==> src/rtl/pc_gen.sv <==
// Program-counter generator: start-up sequencing, valid/ready fetch handshake, EX redirects, hazard halt codes.
// Define PC_BTB_EN to add a direct-mapped branch target buffer for next-PC prediction.
module pc_gen #(
  parameter int                 ADDR_W     = 32,
  parameter logic [ADDR_W-1:0]  RESET_VEC  = '0,
  parameter int                 INST_BYTES = 4,
  parameter int                 BTB_DEPTH  = 8
) (
  input  logic              clk,
  input  logic              rst,
  input  logic [1:0]        halt_i,
  input  logic              redirect_i,
  input  logic [ADDR_W-1:0] redirect_addr_i,
  input  logic              fetch_ready_i,
  input  logic              bt_upd_i,
  input  logic [ADDR_W-1:0] bt_upd_pc_i,
  input  logic [ADDR_W-1:0] bt_upd_tgt_i,
  input  logic              bt_upd_taken_i,
  output logic              ce_o,
  output logic [ADDR_W-1:0] pc_o,
  output logic              pc_valid_o,
  output logic              pred_taken_o,
  output logic              misalign_o
);

  localparam int                S        = $clog2(INST_BYTES);
  localparam int                I        = $clog2(BTB_DEPTH);
  localparam logic [ADDR_W-1:0] LOW_MASK = ADDR_W'(INST_BYTES - 1);
  localparam logic [ADDR_W-1:0] INC      = ADDR_W'(INST_BYTES);

  localparam logic [1:0] HALT_RUN    = 2'b00;
  localparam logic [1:0] HALT_STALL  = 2'b01;
  localparam logic [1:0] HALT_BUBBLE = 2'b10;
  localparam logic [1:0] HALT_HALT   = 2'b11;

  typedef enum logic [1:0] {IDLE, RUN, HALTED} state_e;

  state_e            state_q, state_d;
  logic              ce_q, ce_d;
  logic [ADDR_W-1:0] pc_q, pc_d;
  logic              pc_valid_q, pc_valid_d;
  logic              pred_taken_q, pred_taken_d;
  logic              misalign_q, misalign_d;

  logic              btb_hit_taken;
  logic [ADDR_W-1:0] btb_tgt;
  logic [ADDR_W-1:0] next_pc;
  logic              accept;

`ifdef PC_BTB_EN
  localparam int TAG_W = ADDR_W - S - I;

  logic              btb_valid_q [BTB_DEPTH];
  logic              btb_valid_d [BTB_DEPTH];
  logic [TAG_W-1:0]  btb_tag_q   [BTB_DEPTH];
  logic [TAG_W-1:0]  btb_tag_d   [BTB_DEPTH];
  logic [ADDR_W-1:0] btb_tgt_q   [BTB_DEPTH];
  logic [ADDR_W-1:0] btb_tgt_d   [BTB_DEPTH];

  logic [I-1:0]      rd_idx, wr_idx;
  logic [TAG_W-1:0]  rd_tag, wr_tag;

  assign rd_idx = I'(pc_q >> S);
  assign rd_tag = TAG_W'(pc_q >> (S + I));
  assign wr_idx = I'(bt_upd_pc_i >> S);
  assign wr_tag = TAG_W'(bt_upd_pc_i >> (S + I));

  // Lookup reads the registered entries, so a same-cycle write is seen only next cycle.
  assign btb_hit_taken = btb_valid_q[rd_idx] && (btb_tag_q[rd_idx] == rd_tag);
  assign btb_tgt       = btb_tgt_q[rd_idx];

  always_comb begin
    btb_valid_d = btb_valid_q;
    btb_tag_d   = btb_tag_q;
    btb_tgt_d   = btb_tgt_q;
    if (bt_upd_i) begin
      if (bt_upd_taken_i) begin
        btb_valid_d[wr_idx] = 1'b1;
        btb_tag_d[wr_idx]   = wr_tag;
        btb_tgt_d[wr_idx]   = bt_upd_tgt_i & ~LOW_MASK;
      end else if (btb_tag_q[wr_idx] == wr_tag) begin
        btb_valid_d[wr_idx] = 1'b0;
      end
    end
  end

  always_ff @(posedge clk) begin
    if (rst) begin
      btb_valid_q <= '{default: 1'b0};
    end else begin
      btb_valid_q <= btb_valid_d;
    end
  end

  always_ff @(posedge clk) begin
    btb_tag_q <= btb_tag_d;
    btb_tgt_q <= btb_tgt_d;
  end
`else
  logic unused_btb;

  assign btb_hit_taken = 1'b0;
  assign btb_tgt       = '0;
  assign unused_btb    = ^{bt_upd_i, bt_upd_pc_i, bt_upd_tgt_i, bt_upd_taken_i};
`endif

  assign next_pc = btb_hit_taken ? btb_tgt : pc_q + INC;
  assign accept  = pc_valid_q && fetch_ready_i && (halt_i == HALT_RUN);

  // Redirect beats every hold condition; stall/not-ready is checked before bubble and halt.
  always_comb begin
    state_d      = state_q;
    ce_d         = ce_q;
    pc_d         = pc_q;
    pc_valid_d   = pc_valid_q;
    pred_taken_d = pred_taken_q;
    misalign_d   = 1'b0;
    case (state_q)
      IDLE: begin
        state_d    = RUN;
        ce_d       = 1'b1;
        pc_valid_d = 1'b1;
      end
      RUN, HALTED: begin
        if (redirect_i) begin
          state_d      = RUN;
          pc_d         = redirect_addr_i & ~LOW_MASK;
          pc_valid_d   = 1'b1;
          pred_taken_d = 1'b0;
          misalign_d   = |(redirect_addr_i & LOW_MASK);
        end else if (state_q == HALTED) begin
          state_d = HALTED;
        end else if (halt_i == HALT_STALL || !fetch_ready_i) begin
          state_d = RUN;
        end else if (halt_i == HALT_BUBBLE) begin
          pc_valid_d = 1'b0;
        end else if (halt_i == HALT_HALT) begin
          state_d    = HALTED;
          pc_valid_d = 1'b0;
        end else if (accept) begin
          pc_d         = next_pc;
          pred_taken_d = btb_hit_taken;
        end else begin
          pc_valid_d = 1'b1;
        end
      end
      default: state_d = IDLE;
    endcase
  end

  always_ff @(posedge clk) begin
    if (rst) begin
      state_q      <= IDLE;
      ce_q         <= 1'b0;
      pc_q         <= RESET_VEC;
      pc_valid_q   <= 1'b0;
      pred_taken_q <= 1'b0;
      misalign_q   <= 1'b0;
    end else begin
      state_q      <= state_d;
      ce_q         <= ce_d;
      pc_q         <= pc_d;
      pc_valid_q   <= pc_valid_d;
      pred_taken_q <= pred_taken_d;
      misalign_q   <= misalign_d;
    end
  end

  assign ce_o         = ce_q;
  assign pc_o         = pc_q;
  assign pc_valid_o   = pc_valid_q;
  assign pred_taken_o = pred_taken_q;
  assign misalign_o   = misalign_q;

endmodule
==> config.mk <==
export PLATFORM = sky130hd
export DESIGN_NAME = pc_gen
export DESIGN_NICKNAME = d
export VERILOG_FILES = /design/src/rtl/pc_gen.sv
export SDC_FILE = /design/constraint.sdc
export NUM_CORES = 1
export LEC_CHECK = 0
export BUFFER_PORTS_ARGS = -buffer_cell sky130_fd_sc_hd__buf_4
export CORE_ASPECT_RATIO = 0.6
export CORE_MARGIN = 4
export CORE_UTILIZATION = 44
export CTS_BUF_LIST = sky130_fd_sc_hd__clkbuf_8
export DETAILED_ROUTE_END_ITERATION = 8
export GPL_TIMING_DRIVEN = 1
export PLACE_DENSITY = 0.88
export REMOVE_ABC_BUFFERS = 1
export SLEW_MARGIN = 10
export SYNTH_ARGS = -nofsm -noshare
export SYNTH_HDL_FRONTEND = slang
export SYNTH_SLANG_ARGS = --single-unit
==> constraint.sdc <==
create_clock -name clk -period 2.6 [get_ports clk]
set_input_delay 0.39 -clock clk [delete_from_list [all_inputs] [get_ports clk]]
set_output_delay 0.39 -clock clk [all_outputs]
set_load 0.02 [all_outputs]
== After elaboration in Yosys (flattened, before gate mapping) ==
Index checks and enable logic that the tools add are counted.

* Add/subtract/negate cells: 1
* Eq/ne operators: 14
* Muxes and demuxes: 25
* Bitwise logic cells: 2
* Reductions and logical operators: 14

{| class="wikitable"
|+ Operators by type and width
! cell !! count
|-
| $mux W32 || 6
|-
| $add A32 B3 Y32 const B || 1
|-
| $ne A5 B5 Y1 const B || 3
|-
| $mux W1 || 12
|-
| $mux W2 || 5
|-
| $ne A2 B2 Y1 const B || 4
|-
| $eq A2 B2 Y1 const B || 3
|-
| $ne A3 B3 Y1 const B || 2
|-
| $reduce_and A6 Y1 || 1
|-
| $eq A2 B1 Y1 const B || 2
|-
| $logic_not A2 Y1 || 2
|-
| $pmux W2 S2 || 1
|-
| $reduce_and A4 Y1 || 1
|-
| $reduce_bool A2 Y1 || 2
|-
| $reduce_or A2 Y1 || 2
|-
| $reduce_or A3 Y1 || 1
|-
| $logic_and A1 B1 Y1 || 2
|-
| $not A1 Y1 || 2
|-
| $pmux W1 S2 || 1
|-
| $reduce_and A2 Y1 || 1
|-
| $logic_not A1 Y1 || 1
|-
| $logic_or A1 B1 Y1 || 1
|}

* Register bits after elaboration: 38
* Output and inout bits: 36
* Word-level logic and storage cells: 62

== Longest topological paths before layout ==
Gate-level depths: netlist of the first run.

* Depth in word-level cells: 9
* Depth in mapped cells: 9

== Worst setup path before layout of the first run ==
Ideal clock, no wire load.

* Path type: reg2reg
* Start: register state_q[1]
* End: register pc_q[12] (netlist: pc_o[12])
* Arrival: 2.051 ns
* Data required time: 2.526 ns
* Slack: 0.475 ns
* Cell stages (with the launch flop): 9
* Buffers on the path: 1
* Period minus slack after synthesis: 2.125 ns
* Cells stage by stage: dfxtp_1 > inv_1 > ha_1 > buf_2 > nand3b_1 > or2_4 > or3_1 > or3_1 > a31oi_1

* Longest elaborated chain between the ends: 3
* Elaborated cells on any way between the ends: 5
* Classes of those cells: eq/ne: 3; reduce/logical: 2

{| class="wikitable"
|+ RTL lines
! what !! line !! text
|-
| from (decl) || 38 || <nowiki>state_e state_q, state_d;</nowiki>
|-
| from (signal assigned) || 160 || <nowiki>state_q <= state_d;</nowiki>
|-
| $eq A2 B2 Y1 / $eq A2 B1 Y1 (equally long branches) || 118, 131 ||
|-
| $ne A2 B2 Y1 (no source line) / $reduce_or A2 Y1 (equally long branches) || - ||
|-
| $reduce_and A6 Y1 (no source line) (*) || - ||
|-
| to (signal assigned) || 162 || <nowiki>pc_q <= pc_d;</nowiki>
|-
| to (decl) || 40 || <nowiki>logic [ADDR_W-1:0] pc_q, pc_d;</nowiki>
|}

Every way passes the cells marked *; elsewhere a longest branch is shown, timed or not.
A chain may end at the register's enable or synchronous reset.

== Final worst setup path of the first run ==
* Start: register state_q[0]
* End: register pc_q[21] (netlist: pc_o[21])

The elaborated chain is that of the path after synthesis.

==> results of run 1 <==
## cell type report
cell class	count	area, um^2
clock buffers	5	68.8
clock inverters	3	12.5
fillers	446	1870
inverters	7	26.3
multi-input cells	237	1420
flip-flops and latches	35	701
well taps	63	78.8
repair buffers	77	578
## cell usage after synthesis (all sizes together), types with 5 or more instances
cell type / count / area, um^2
nand2: 27 / 101
o21ai: 17 / 85.1
nand4: 13 / 87.6
a21oi: 25 / 125
dfxtp: 35 / 701
clkbuf: 17 / 63.8
inv: 7 / 26.3
nand3: 12 / 60.1
nor3: 5 / 30.0
nor2: 38 / 143
or3: 5 / 31.3
a22oi: 7 / 52.6
a31oi: 11 / 68.8
and3: 10 / 66.3
nor4: 6 / 58.8
buf: 8 / 47.6
mux2i: 7 / 70.1
## per-layer routing
metal  vias up  part of all wire  wire length (um)
met5         -                 0                 0
met4         0             0.011                76
met2        92              0.43              2830
met1      1153              0.47              3140
met3         9             0.088               582
li1       1236                 -                 -
## layout by cell type, fill, tap and decap left out, types with 2 or more instances in the layout
cell        n
a211oi_1    4
a21o_1      4
a21oi_1    25
a22o_1      2
a22oi_1     7
a2bb2oi_1   2
a31o_2      2
a31oi_1    11
a41o_1      2
and3_1      7
and3_2      3
and4_1      2
buf_4      77
clkbuf_8    5
conb_1      3
dfxtp_1    35
ha_1        4
inv_1       9
mux2i_1     7
nand2_1    27
nand2b_1    2
nand3_1    12
nand4_1    12
nor2_1     38
nor3_1      4
nor4_1      4
o21a_1      3
o21ai_0    16
o22ai_1     4
o31ai_1     3
or2_2       2
or3_1       5
## registers in the layout (all words and copies together), names as in the netlist
signal      cells
pc_o           30
state_q         2
ce_o            1
misalign_o      1
pc_valid_o      1
## where the power goes
group,switching [W],total [W],internal (W)
Combinational,0.000195,0.000355,0.000160
Clock,0.000199,0.000380,0.000180
Sequential,0.0000514,0.000625,0.000574
Total,0.000446,0.00136,0.000914
## metrics by stage
stage | cell area [um^2] | util | hold slack [ns] | total power (W) | setup WS, ns
after floorplan | 2140 | - | 0.443 | 0.000813 | -0.112
after global placement | 2800 | 0.589 | 0.458 | 0.000977 | 0.405
after detailed placement | 2800 | 0.589 | 0.467 | 0.000988 | 0.380
after CTS | 2880 | 0.606 | 0.294 | 0.00137 | 0.351
after global routing | 2880 | 0.606 | 0.296 | 0.00144 | 0.111
final | 2880 | 0.606 | 0.303 | 0.00136 | 0.305
## cell families after synthesis
| logic type | after synthesis |
|---|---|
| xor gates and xnor gates | 1 |
| AOI/OAI and AO/OA | 94 |
| DFF | 35 |
| other | 1 |
| muxes | 8 |
| buffers and inverters | 32 |
| adders and majority gates | 4 |
| and+or+nand+nor | 127 |
## how the worst max path moves through the flow
stage / start / depth (start not counted) / end / slack, ns
3_3_place_gp: state_q[0] / 8 / pc_o[28] / 0.40
4_1_cts: state_q[0] / 8 / pc_o[31] / 0.35
6_report: state_q[0] / 7 / pc_o[21] / 0.30
5_1_grt: state_q[1] / 8 / pc_o[28] / 0.11
3_5_place_dp: state_q[0] / 8 / pc_o[31] / 0.38
2_1_floorplan: state_q[1] / 7 / pc_o[10] / -0.11
## worst max-delay path, cell delays in order, from the launching register on
cell and delay (ns):
dfxtp_1 0.36, inv_1 0.07, ha_1 0.36, buf_4 0.19, nand2_1 0.15, o21a_1 0.70, o21ai_0 0.21, a31oi_1 0.19
==> metrics.md, run 1 <==
| Metric | Value |
|---|---|
| Clock Skew | approximately 0.0078 ns |
| Leakage | between 1 and 1.5 nW |
| Slew HR | 0.451 |
| TritonCTS clock tree | done |
| Reg2Reg Capture Point | pc_o[21] |
| Post-synth cell types | 53 |
| Hold Path Stages | 2 |
| Die height | 63.4 um |
| Crit path max fanout | 22 |
| Adder-Cell Fraction of Synth Area | 0.0223 |
| Fin crit share | 0.883 |
| Layout cells sized above 1 | 0.269 |
| Worst-Skew Late Latency | just under 0.3 ns |
| Final Setup Violations | 0 |
| Ys flop type | dfxtp_1 |
| Worst Hold Launch | halt_i[1] |
| Fmax | roughly 440 MHz |
| Starting Density | 0.473 |
| Pwr/cell area | 472 nW/um^2 |
| CP Launch Type | flip-flop |
| Placed cells | 419 |
| Pin count of the biggest net entering global routing | 38 |
| Hold Buf Count CTS | 0 |
| Synth Area in XOR/XNOR | 0.00390 |
| Critical Path RT | between 2 and 3 ns |
| Syn_area_per_cell | about 7.4 um^2 |
| Setup TNS | 0 ns |
| Met3 Usage GRT | 0.0562 |
| WL per Instance | around 16 um |
| Die area | approximately 6400 um^2 |
| Hold path endpoint | pc_valid_o |
| Final ANT Viol Nets | 0 |
| Drt pass-1 iters | 5 |
| Root buffer cell | clkbuf_8 |
| Initial antenna violation count | 0 |
| Met1 Use GR | 0.303 |
| RSZ-0062 raised after global routing | no |
| Final Max Tran Viols | 0 |
| Post-CTS sizing | 0 |
| Port buffer count | 70 |
| Number of global-route vias before repair | 2218 |
| Global-route wire length before repair | 10800 um |
| Async set or reset register ratio after synthesis | 0 |
| Diode count | 0 |
| Vias | approximately 2500 |
| MaxCap Viol Count | 0 |
| GP Congestion | just under 0.9 |
| Final hold violation count | 0 |
| Clk slew on worst S/H paths | approximately 0.070 ns |
| Total grt overflow | 0 |
| P&R area growth vs syn | 28.2% |
| Via-to-Cell Ratio | between 5 and 6 |
| Synth Register Bits | 35 |
| Final WL | ~6600 um |
| Cell Rows | 19 |
| Hold Crit Class | in -> reg |
| Global route hottest layer | met1 |
| Worst slew pin tran | 0.823 ns |
| 1st-iter DRT viols | 226 |
| # DRC | 0 |
| Bufs on Longest Clock Path | 2 |
| Synth Area in Simple Gates | 0.294 |
| Nature of the critical path endpoint | flip-flop |
| DIE WIDTH | between 100 and 150 um |
| Dpl hpwl | 4820 um |
| Synth Area in Compound Gates | 0.269 |
| Final Critical Period | around 2.3 ns |
| Mux share of post-synthesis cell area | 0.0362 |
| Post-Layout Cell Count | 427 |
| Largest family of logic cells by synthesized area | simple AND/OR/NAND/NOR gates |
| Sequential share of the synthesized area | 0.312 |
| Core Region | around 4800 um^2 |
| H-tree depth | 2 |
| Ys Warns | 0 |
| Synth Instances | between 300 and 400 |
| Worst-case reg-to-reg path depth | 7 |
| Final #Nets | between 400 and 500 |
| Postcts setup bufs | 0 |
| Global Route met2 Usage | 0.302 |
| Area of the mapped netlist | ~2200 um^2 |
| Reg2Reg Launch Point | state_q[0] |
| Kind of critical path | reg -> reg |
| Setup slack, reg-to-reg | around 0.30 ns |
| CTS buffer count | 5 |
| Sinks on Clock Net | 35 |
| Status | complete, no violations |
| EDFF count, synth | 0 |
| WP data arrival | approximately 2.5 ns |
| GRT Total Usage | 0.209 |
| Max IR drop VDD | ~0.00027 V |
| Ports | 140 |
Note: power is estimated with default switching activity, not from simulation.
==> run 2, diff against run 1 <==
--- a/config.mk
+++ b/config.mk
@@ -5,14 +5,14 @@
 export SDC_FILE = /design/constraint.sdc
 export NUM_CORES = 1
 export LEC_CHECK = 0
-export BUFFER_PORTS_ARGS = -buffer_cell sky130_fd_sc_hd__buf_4
 export CORE_ASPECT_RATIO = 0.6
 export CORE_MARGIN = 4
-export CORE_UTILIZATION = 44
+export CORE_UTILIZATION = 50
 export CTS_BUF_LIST = sky130_fd_sc_hd__clkbuf_8
 export DETAILED_ROUTE_END_ITERATION = 8
+export DONT_BUFFER_PORTS = 1
 export GPL_TIMING_DRIVEN = 1
-export PLACE_DENSITY = 0.88
+export PLACE_DENSITY = 0.71
 export REMOVE_ABC_BUFFERS = 1
 export SLEW_MARGIN = 10
 export SYNTH_ARGS = -nofsm -noshare
==> run 2 against run 1 <==
  * Worst hold slack got worse by 0.14 ns
  * Critical path depth unchanged
  * Total power decreased by 3.4%
==> metrics.md, run 2 (synthesis gave the netlist of run 1 again) <==
| Metric | Value |
|---|---|
| Worst-path cell chain | inv_1 > ha_1 > nand3b_1 > or2_4 > or3_1 > or3_1 > a31oi_1 (was inv_1 > ha_1 > buf_4 > nand2_1 > o21a_1 > o21ai_0 > a31oi_1) |
| Dpl hpwl | 4340 um (was 4820 um) |
| Port buffer count | 0 (was 70) |
| Placed cells | 354 (was 419) |
| CTS buffer count | 5 (unchanged) |
| Diode count | 0 (unchanged) |
| Total grt overflow | 0 (unchanged) |
| RSZ-0062 raised after global routing | no (unchanged) |
| MaxCap Viol Count | 0 (unchanged) |
| # DRC | 0 (unchanged) |
| Most common cell on crit path | or3_1 |
| Sinks on Clock Net | 35 (unchanged) |
| TritonCTS clock tree | done (unchanged) |
| Clock network power share | 0.338 (was 0.279) |
| Most frequent cells in the layout | nor2_1, dfxtp_1, nand2_1 (was buf_4, nor2_1, dfxtp_1) |
| Pwr/cell area | 540 nW/um^2 (was 472 nW/um^2) |
| GRT Total Usage | 0.228 (was 0.209) |
| Total power | 0.00131 W (was 0.00136 W) |
| Final #Nets | 409 (was 471) |
| Drt pass-1 iters | 5 (unchanged) |
| Nature of the critical path endpoint | flip-flop (unchanged) |
| Max reg flops | 30 (unchanged) |
| Fin crit share | 0.848 (was 0.883) |
| Final Critical Period | 2.21 ns (was 2.30 ns) |
| Hold Crit Class | in -> reg (unchanged) |
| Clk slew on worst S/H paths | 0.07 ns (about the same) |
| Core Region | 4210 um^2 (was 4750 um^2) |
| Leakage | 0.895 nW (was 1.20 nW) |
| GP Congestion | 0.780 (was 0.876) |
| Vias | 2261 (was 2490) |
| Postcts setup bufs | 0 (unchanged) |
| Clock Skew | 0.00619 ns (was 0.00779 ns) |
| Layout cells sized above 1 | 0.123 (was 0.269) |
| Slowest CP cell | dfxtp_1 (was o21a_1) |
| Hold Buf Count CTS | 0 (unchanged) |
| Worst hold slack | 0.162 ns (was 0.303 ns) |
| CP Launch Type | flip-flop (unchanged) |
| Die height | 59.9 um (was 63.4 um) |
| Max IR drop VDD | 0.000402 V (was 0.000271 V) |
| Initial antenna violation count | 0 (unchanged) |
| Largest stage delay, worst path | 0.36 ns (was 0.70 ns) |
| Fmax | 453 MHz (was 436 MHz) |
| Status | complete, no violations (unchanged) |
| Combinational power share | 0.164 (was 0.261) |
| Cell-internal power | 0.000904 W (was 0.000914 W) |
| Number of global-route vias before repair | 2007 (was 2218) |
| Die area | 5670 um^2 (was 6360 um^2) |
| Final Setup Violations | 0 (unchanged) |
| Final WL | 6260 um (was 6630 um) |
| Ports | 140 (unchanged) |
| Family with the most delay on the worst path | simple AND/OR/NAND/NOR gates (was compound AO/OA/AOI/OAI gates) |
| P&R area growth vs syn | 8.18% (was 28.2%) |
| Starting Density | 0.534 (was 0.473) |
| Final Max Tran Viols | 0 (unchanged) |
| Kind of critical path | reg -> reg (unchanged) |
| Leading cell type in the layout, fill and taps excluded | nor2_1 (was buf_4) |
| Pin count of the biggest net entering global routing | 71 (was 38) |
| Crit path max fanout | 6 (was 22) |
| Critical Path RT | 2.82 ns (about the same) |
| Slew HR | 0.453 (was 0.451) |
| Global-route wire length before repair | 10100 um (was 10800 um) |
| Post-CTS sizing | 0 (unchanged) |
| Area after DPL | 2330 um^2 (was 2800 um^2) |
| Worst slew pin tran | 0.821 ns (was 0.823 ns) |
| Net switching power | 0.000409 W (was 0.000446 W) |
| DIE WIDTH | 94.6 um (was 100 um) |
| CP Buf/Inv Count | 1 (was 2) |
| WL per Instance | 17.3 um (was 15.5 um) |
| Design area | 2430 um^2 (was 2880 um^2) |
| Final Core Density | 0.578 (was 0.606) |
| Post-Layout Cell Count | 362 (was 427) |
| WP data arrival | 2.43 ns (was 2.52 ns) |
| Sequential Power Share | 0.498 (was 0.460) |
| Cell Rows | 18 (was 19) |
| Via-to-Cell Ratio | 6.25 (was 5.83) |
| Final ANT Viol Nets | 0 (unchanged) |
| Final hold violation count | 0 (unchanged) |
| Worst-Skew Late Latency | 0.29 ns (about the same) |
| 1st-iter DRT viols | 155 (was 226) |
| Bufs on Longest Clock Path | 2 (unchanged) |
| H-tree depth | 2 (unchanged) |
| Fillers | 394 (was 446) |
| Setup slack, reg-to-reg | 0.39 ns (was 0.30 ns) |
| Root buffer cell | clkbuf_8 (unchanged) |
| Switching share of power | 0.312 (was 0.328) |
## run 2: changes by cell type in the layout (fill, tap and decap cells not counted)
| cell | change |
|---|---|
| inv_1 | -1 |
| clkinv_2 | -1 |
| clkbuf_8 | +2 |
| buf_4 | -62 |
## run 2: layout make-up
| class | instances | area [um^2] | share of cell area |
|---|---|---|---|
| clock buffers | 7 | 96.3 | 0.0396 |
| clock inverters | 1 | 3.75 | 0.00154 |
| inverters | 7 | 26.3 | 0.0108 |
| multi-input cells | 237 | 1420 | 0.583 |
| flip-flops and latches | 35 | 701 | 0.288 |
| well taps | 60 | 75.1 | 0.0309 |
| repair buffers | 15 | 113 | 0.0463 |
## run 2: path summary, 6_finish.rpt
path / startpoint / endpoint / cells after the start
worst max-delay path: state_q[0] / pc_o[12] / 7
worst min-delay path: rst / pc_o[26] / 1
worst max register to register: state_q[0] / pc_o[12] / 7
worst min register to register: state_q[0] / state_q[0] / 2
## run 2: power by group through the flow
stage / Sequential (W) / Combinational (W) / Clock (W)
after CTS: 0.000654 / 0.000214 / 0.000449
after global placement: 0.000665 / 0.000209 / 0
after floorplan: 0.000666 / 0.000147 / 0
final: 0.000654 / 0.000215 / 0.000445
after global routing: 0.000660 / 0.000242 / 0.000470
after detailed placement: 0.000666 / 0.000213 / 0
## run 2: per-layer routing
metal | share of wire | vias up | GRT usage | wire, um
met4 | 0.0097 | 0 | 0.0637 | 61
met2 | 0.39 | 89 | 0.316 | 2460
met3 | 0.10 | 7 | 0.0868 | 656
li1 | - | 1111 | - | -
met5 | 0 | - | 0 | 0
met1 | 0.49 | 1054 | 0.329 | 3080
## run 2: per-stage QoR
| stage | setup slack (ns) | TNS [ns] |
|---|---|---|
| 6_report | 0.394 | 0 |
| 5_1_grt | 0.206 | 0 |
| 4_1_cts | 0.403 | 0 |
| 3_5_place_dp | 0.411 | 0 |
| 3_3_place_gp | 0.491 | 0 |
| 2_1_floorplan | -0.112 | -0.805 |
==> run 3, diff against run 2 <==
--- a/config.mk
+++ b/config.mk
@@ -5,6 +5,7 @@
 export SDC_FILE = /design/constraint.sdc
 export NUM_CORES = 1
 export LEC_CHECK = 0
+export ABC_AREA = 1
 export CORE_ASPECT_RATIO = 0.6
 export CORE_MARGIN = 4
 export CORE_UTILIZATION = 50
==> constraint.sdc (replaced) <==
create_clock -name clk -period 2.15 [get_ports clk]
set_input_delay 0.3225 -clock clk [delete_from_list [all_inputs] [get_ports clk]]
set_output_delay 0.3225 -clock clk [all_outputs]
set_load 0.02 [all_outputs]
==> run 3 against run 2 <==
  * Sequential cell count unchanged
  * Cell area increased by 11%
  * Die area increased by 13%
  * Fmax increased by 22%
  * Combinational power increased by 23%
  * Sequential share of layout area decreased by 2.9 points
  * Worst setup slack got worse by 0.055 ns
  * Routed wire length increased by 15%
  * Global-route usage decreased by 0.18 points
  * Via count increased by 19%
  * Critical path type unchanged
  * Critical endpoint is now pc_o[26]
  * Largest cell class unchanged
  * Largest power group unchanged
==> metrics.md, run 3 <==
| Metric | Value |
|---|---|
| Status | complete, no violations (unchanged) |
| Synth cell count leaders | nand2_1, nor2_1, dfxtp_1 (was nor2_1, dfxtp_1, nand2_1) |
| Ports | 140 (unchanged) |
| Final Core Density | 0.566 (was 0.578) |
| Core Region | 4780 um^2 (was 4210 um^2) |
| EDFF count, synth | 0 (unchanged) |
| Clock network power share | 0.336 (was 0.338) |
| Global-route wire length before repair | 11600 um (was 10100 um) |
| Total power | 0.00161 W (was 0.00131 W) |
| Max IR drop VDD | 0.000352 V (was 0.000402 V) |
| Area after DPL | 2610 um^2 (was 2330 um^2) |
| Setup TNS | 0 ns (unchanged) |
| Area taken by multi-input logic gates | 1640 um^2 (was 1420 um^2) |
| Final Max Tran Viols | 0 (unchanged) |
| Total grt overflow | 0 (unchanged) |
| Ys flop type | dfxtp_1 (unchanged) |
| Switching share of power | 0.333 (was 0.312) |
| H-tree depth | 2 (unchanged) |
| GP Congestion | 0.879 (was 0.780) |
| Setup slack, reg-to-reg | 0.34 ns (was 0.39 ns) |
| Syn_area_per_cell | 5.83 um^2 (was 7.45 um^2) |
| Area of the mapped netlist | 2580 um^2 (was 2250 um^2) |
| WL per Instance | 14.3 um (was 17.3 um) |
| Hold Path Stages | 1 (unchanged) |
| Async set or reset register ratio after synthesis | 0 (unchanged) |
| Clk slew on worst S/H paths | 0.07 ns (about the same) |
| Sequential standard cell area | 701 um^2 (unchanged) |
| RSZ-0062 raised after global routing | no (unchanged) |
| Final Critical Period | 1.81 ns (was 2.21 ns) |
| TritonCTS clock tree | done (unchanged) |
| CP Launch Type | flip-flop (unchanged) |
| Starting Density | 0.540 (was 0.534) |
| Net switching power | 0.000537 W (was 0.000409 W) |
| Sequential Power Share | 0.500 (was 0.498) |
| Via-to-Cell Ratio | 5.36 (was 6.25) |
| DIE WIDTH | 101 um (was 94.6 um) |
| Pin count of the biggest net entering global routing | 29 (was 71) |
| Most instantiated library cell after synthesis | nand2_1 (was nor2_1) |
| Fin crit share | 0.842 (was 0.848) |
| Diode count | 0 (unchanged) |
| Vias | 2694 (was 2261) |
| Die area | 6420 um^2 (was 5670 um^2) |
| Final WL | 7220 um (was 6260 um) |
| Number of global-route vias before repair | 2379 (was 2007) |
| Synth Register Bits | 35 (unchanged) |
| Post-synth cell types | 31 (was 53) |
| Cell Rows | 19 (was 18) |
| Combinational power share | 0.164 (about the same) |
| Postcts setup bufs | 0 (unchanged) |
| Top post-synthesis cells by area | dfxtp_1, nand2_1, nor2_1 (was dfxtp_1, nor2_1, a21oi_1) |
| Nature of the critical path endpoint | flip-flop (unchanged) |
| Synth Instances | 443 (was 302) |
| Die height | 63.7 um (was 59.9 um) |
| Final ANT Viol Nets | 0 (unchanged) |
| Design area | 2710 um^2 (was 2430 um^2) |
| MaxCap Viol Count | 0 (unchanged) |
| Fmax | 552 MHz (was 453 MHz) |
| Final Setup Violations | 0 (unchanged) |
| Max reg flops | 30 (unchanged) |
| DR top layer | met4 (unchanged) |
| Drt pass-1 iters | 4 (was 5) |
| Layout cells sized above 1 | 0.120 (was 0.123) |
| Area leader, netlist | dfxtp_1 (unchanged) |
| Kind of critical path | reg -> reg (unchanged) |
| DR WL met3 | 707 um (was 656 um) |
| Bufs on Longest Clock Path | 2 (unchanged) |
| WP data arrival | 2.00 ns (was 2.43 ns) |
| Crit path max fanout | 5 (was 6) |
| CTS buffer count | 5 (unchanged) |
| Fillers | 503 (was 394) |
| Hold Crit Class | in -> reg (unchanged) |
| Sequential share of the synthesized area | 0.271 (was 0.312) |
| Worst-Skew Late Latency | 0.30 ns (was 0.29 ns) |
| Metal-1 WL | 3610 um (was 3080 um) |
| Cell-internal power | 0.00108 W (was 0.000904 W) |
| 1st-iter DRT viols | 179 (was 155) |
| Worst-case reg-to-reg path depth | 10 (was 7) |
| Final hold violation count | 0 (unchanged) |
| Post-CTS sizing | 0 (unchanged) |
| Clock Skew | 0.00580 ns (was 0.00619 ns) |
| Leakage | 0.950 nW (was 0.895 nW) |
| GRT Total Usage | 0.227 (was 0.228) |
| P&R area growth vs syn | 4.80% (was 8.18%) |
| # DRC | 0 (unchanged) |
| Hold Buf Count CTS | 0 (unchanged) |
| Met2 WL post-DR | 2810 um (was 2460 um) |
| Pwr/cell area | 596 nW/um^2 (was 540 nW/um^2) |
| Critical Path RT | 2.34 ns (was 2.82 ns) |
| Most frequent cells in the layout | nand2_1, nor2_1, dfxtp_1 (was nor2_1, dfxtp_1, nand2_1) |
| Share of the synthesized area in the top cell type | 0.271 (was 0.312) |
| Final #Nets | 547 (was 409) |
| Ys Warns | 0 (unchanged) |
| Root buffer cell | clkbuf_8 (unchanged) |
| Sinks on Clock Net | 35 (unchanged) |
| Leading cell type in the layout, fill and taps excluded | nand2_1 (was nor2_1) |
| Initial antenna violation count | 0 (unchanged) |
| Dpl hpwl | 5440 um (was 4340 um) |
| Port buffer count | 0 (unchanged) |
-- run 3: cell types whose count changed in the layout (fill, tap and decap cells not counted), moves of 8 or more --
cell,before,now
nand3_1,12,29
inv_1,8,34
a31oi_1,11,2
nand2_1,27,145
nor2_2,0,13
buf_4,15,5
nand4_1,12,1
o21ai_0,16,24
nor2_1,38,69
-- run 3: worst paths after layout --
path / start / end
setup / recovery: pc_o[2] / pc_o[26]
hold / removal: rst / pc_o[31]
setup reg to reg: pc_o[2] / pc_o[26]
hold reg to reg: state_q[0] / state_q[0]
-- run 3: cell type report --
class                   instances  share of cell area
clock buffers                   7              0.0356
clock inverters                 1             0.00139
inverters                      40              0.0564
multi-input cells             352               0.605
flip-flops and latches         35               0.259
well taps                      63              0.0291
repair buffers                  5              0.0139
-- run 3: routing by layer --
| layer | global-route usage | up-vias |
|---|---|---|
| met2 | 0.307 | 89 |
| li1 | - | 1384 |
| met5 | 0 | - |
| met1 | 0.337 | 1211 |
| met3 | 0.0739 | 10 |
| met4 | 0.0571 | 0 |
-- run 3: power groups by stage --
stage	clock, W	combinational [W]	sequential, W
finish	0.000542	0.000264	0.000806
global route	0.000576	0.000304	0.000814
CTS	0.000541	0.000263	0.000806
detailed placement	0	0.000262	0.000821
global placement	0	0.000256	0.000820
floorplan	0	0.000196	0.000809
-- run 3: worst max-delay path, cell delays in order (launching register included) --
cell and delay, ns:
dfxtp_1 0.54, ha_1 0.23, nand2_1 0.10, nor2_2 0.16, nand2_2 0.15, nor2_4 0.20
nand2_1 0.07, nand2_1 0.06, nand3_1 0.07, nand2_1 0.09, a21oi_2 0.05
-- run 3: through the flow --
stage	hold WS, ns	instances	setup slack, ns
CTS	0.0764	503	0.358
global placement	0.391	495	0.353
floorplan	0.385	427	0.604
finish	0.0769	503	0.339
global route	0.0755	503	0.157
detailed placement	0.393	495	0.374
-- run 3: cells by family (layout without fill, tap and decap cells) --
kind of cell    count (synthesis)  count (layout)  share of synthesized area
flops                          35              35                      0.271
fa+ha+maj                       4               4                     0.0194
buf+inv                        58              53                     0.0979
simple gates                  280             280                      0.472
compound gates                 65              65                      0.138
other cells                     1               3                    0.00145
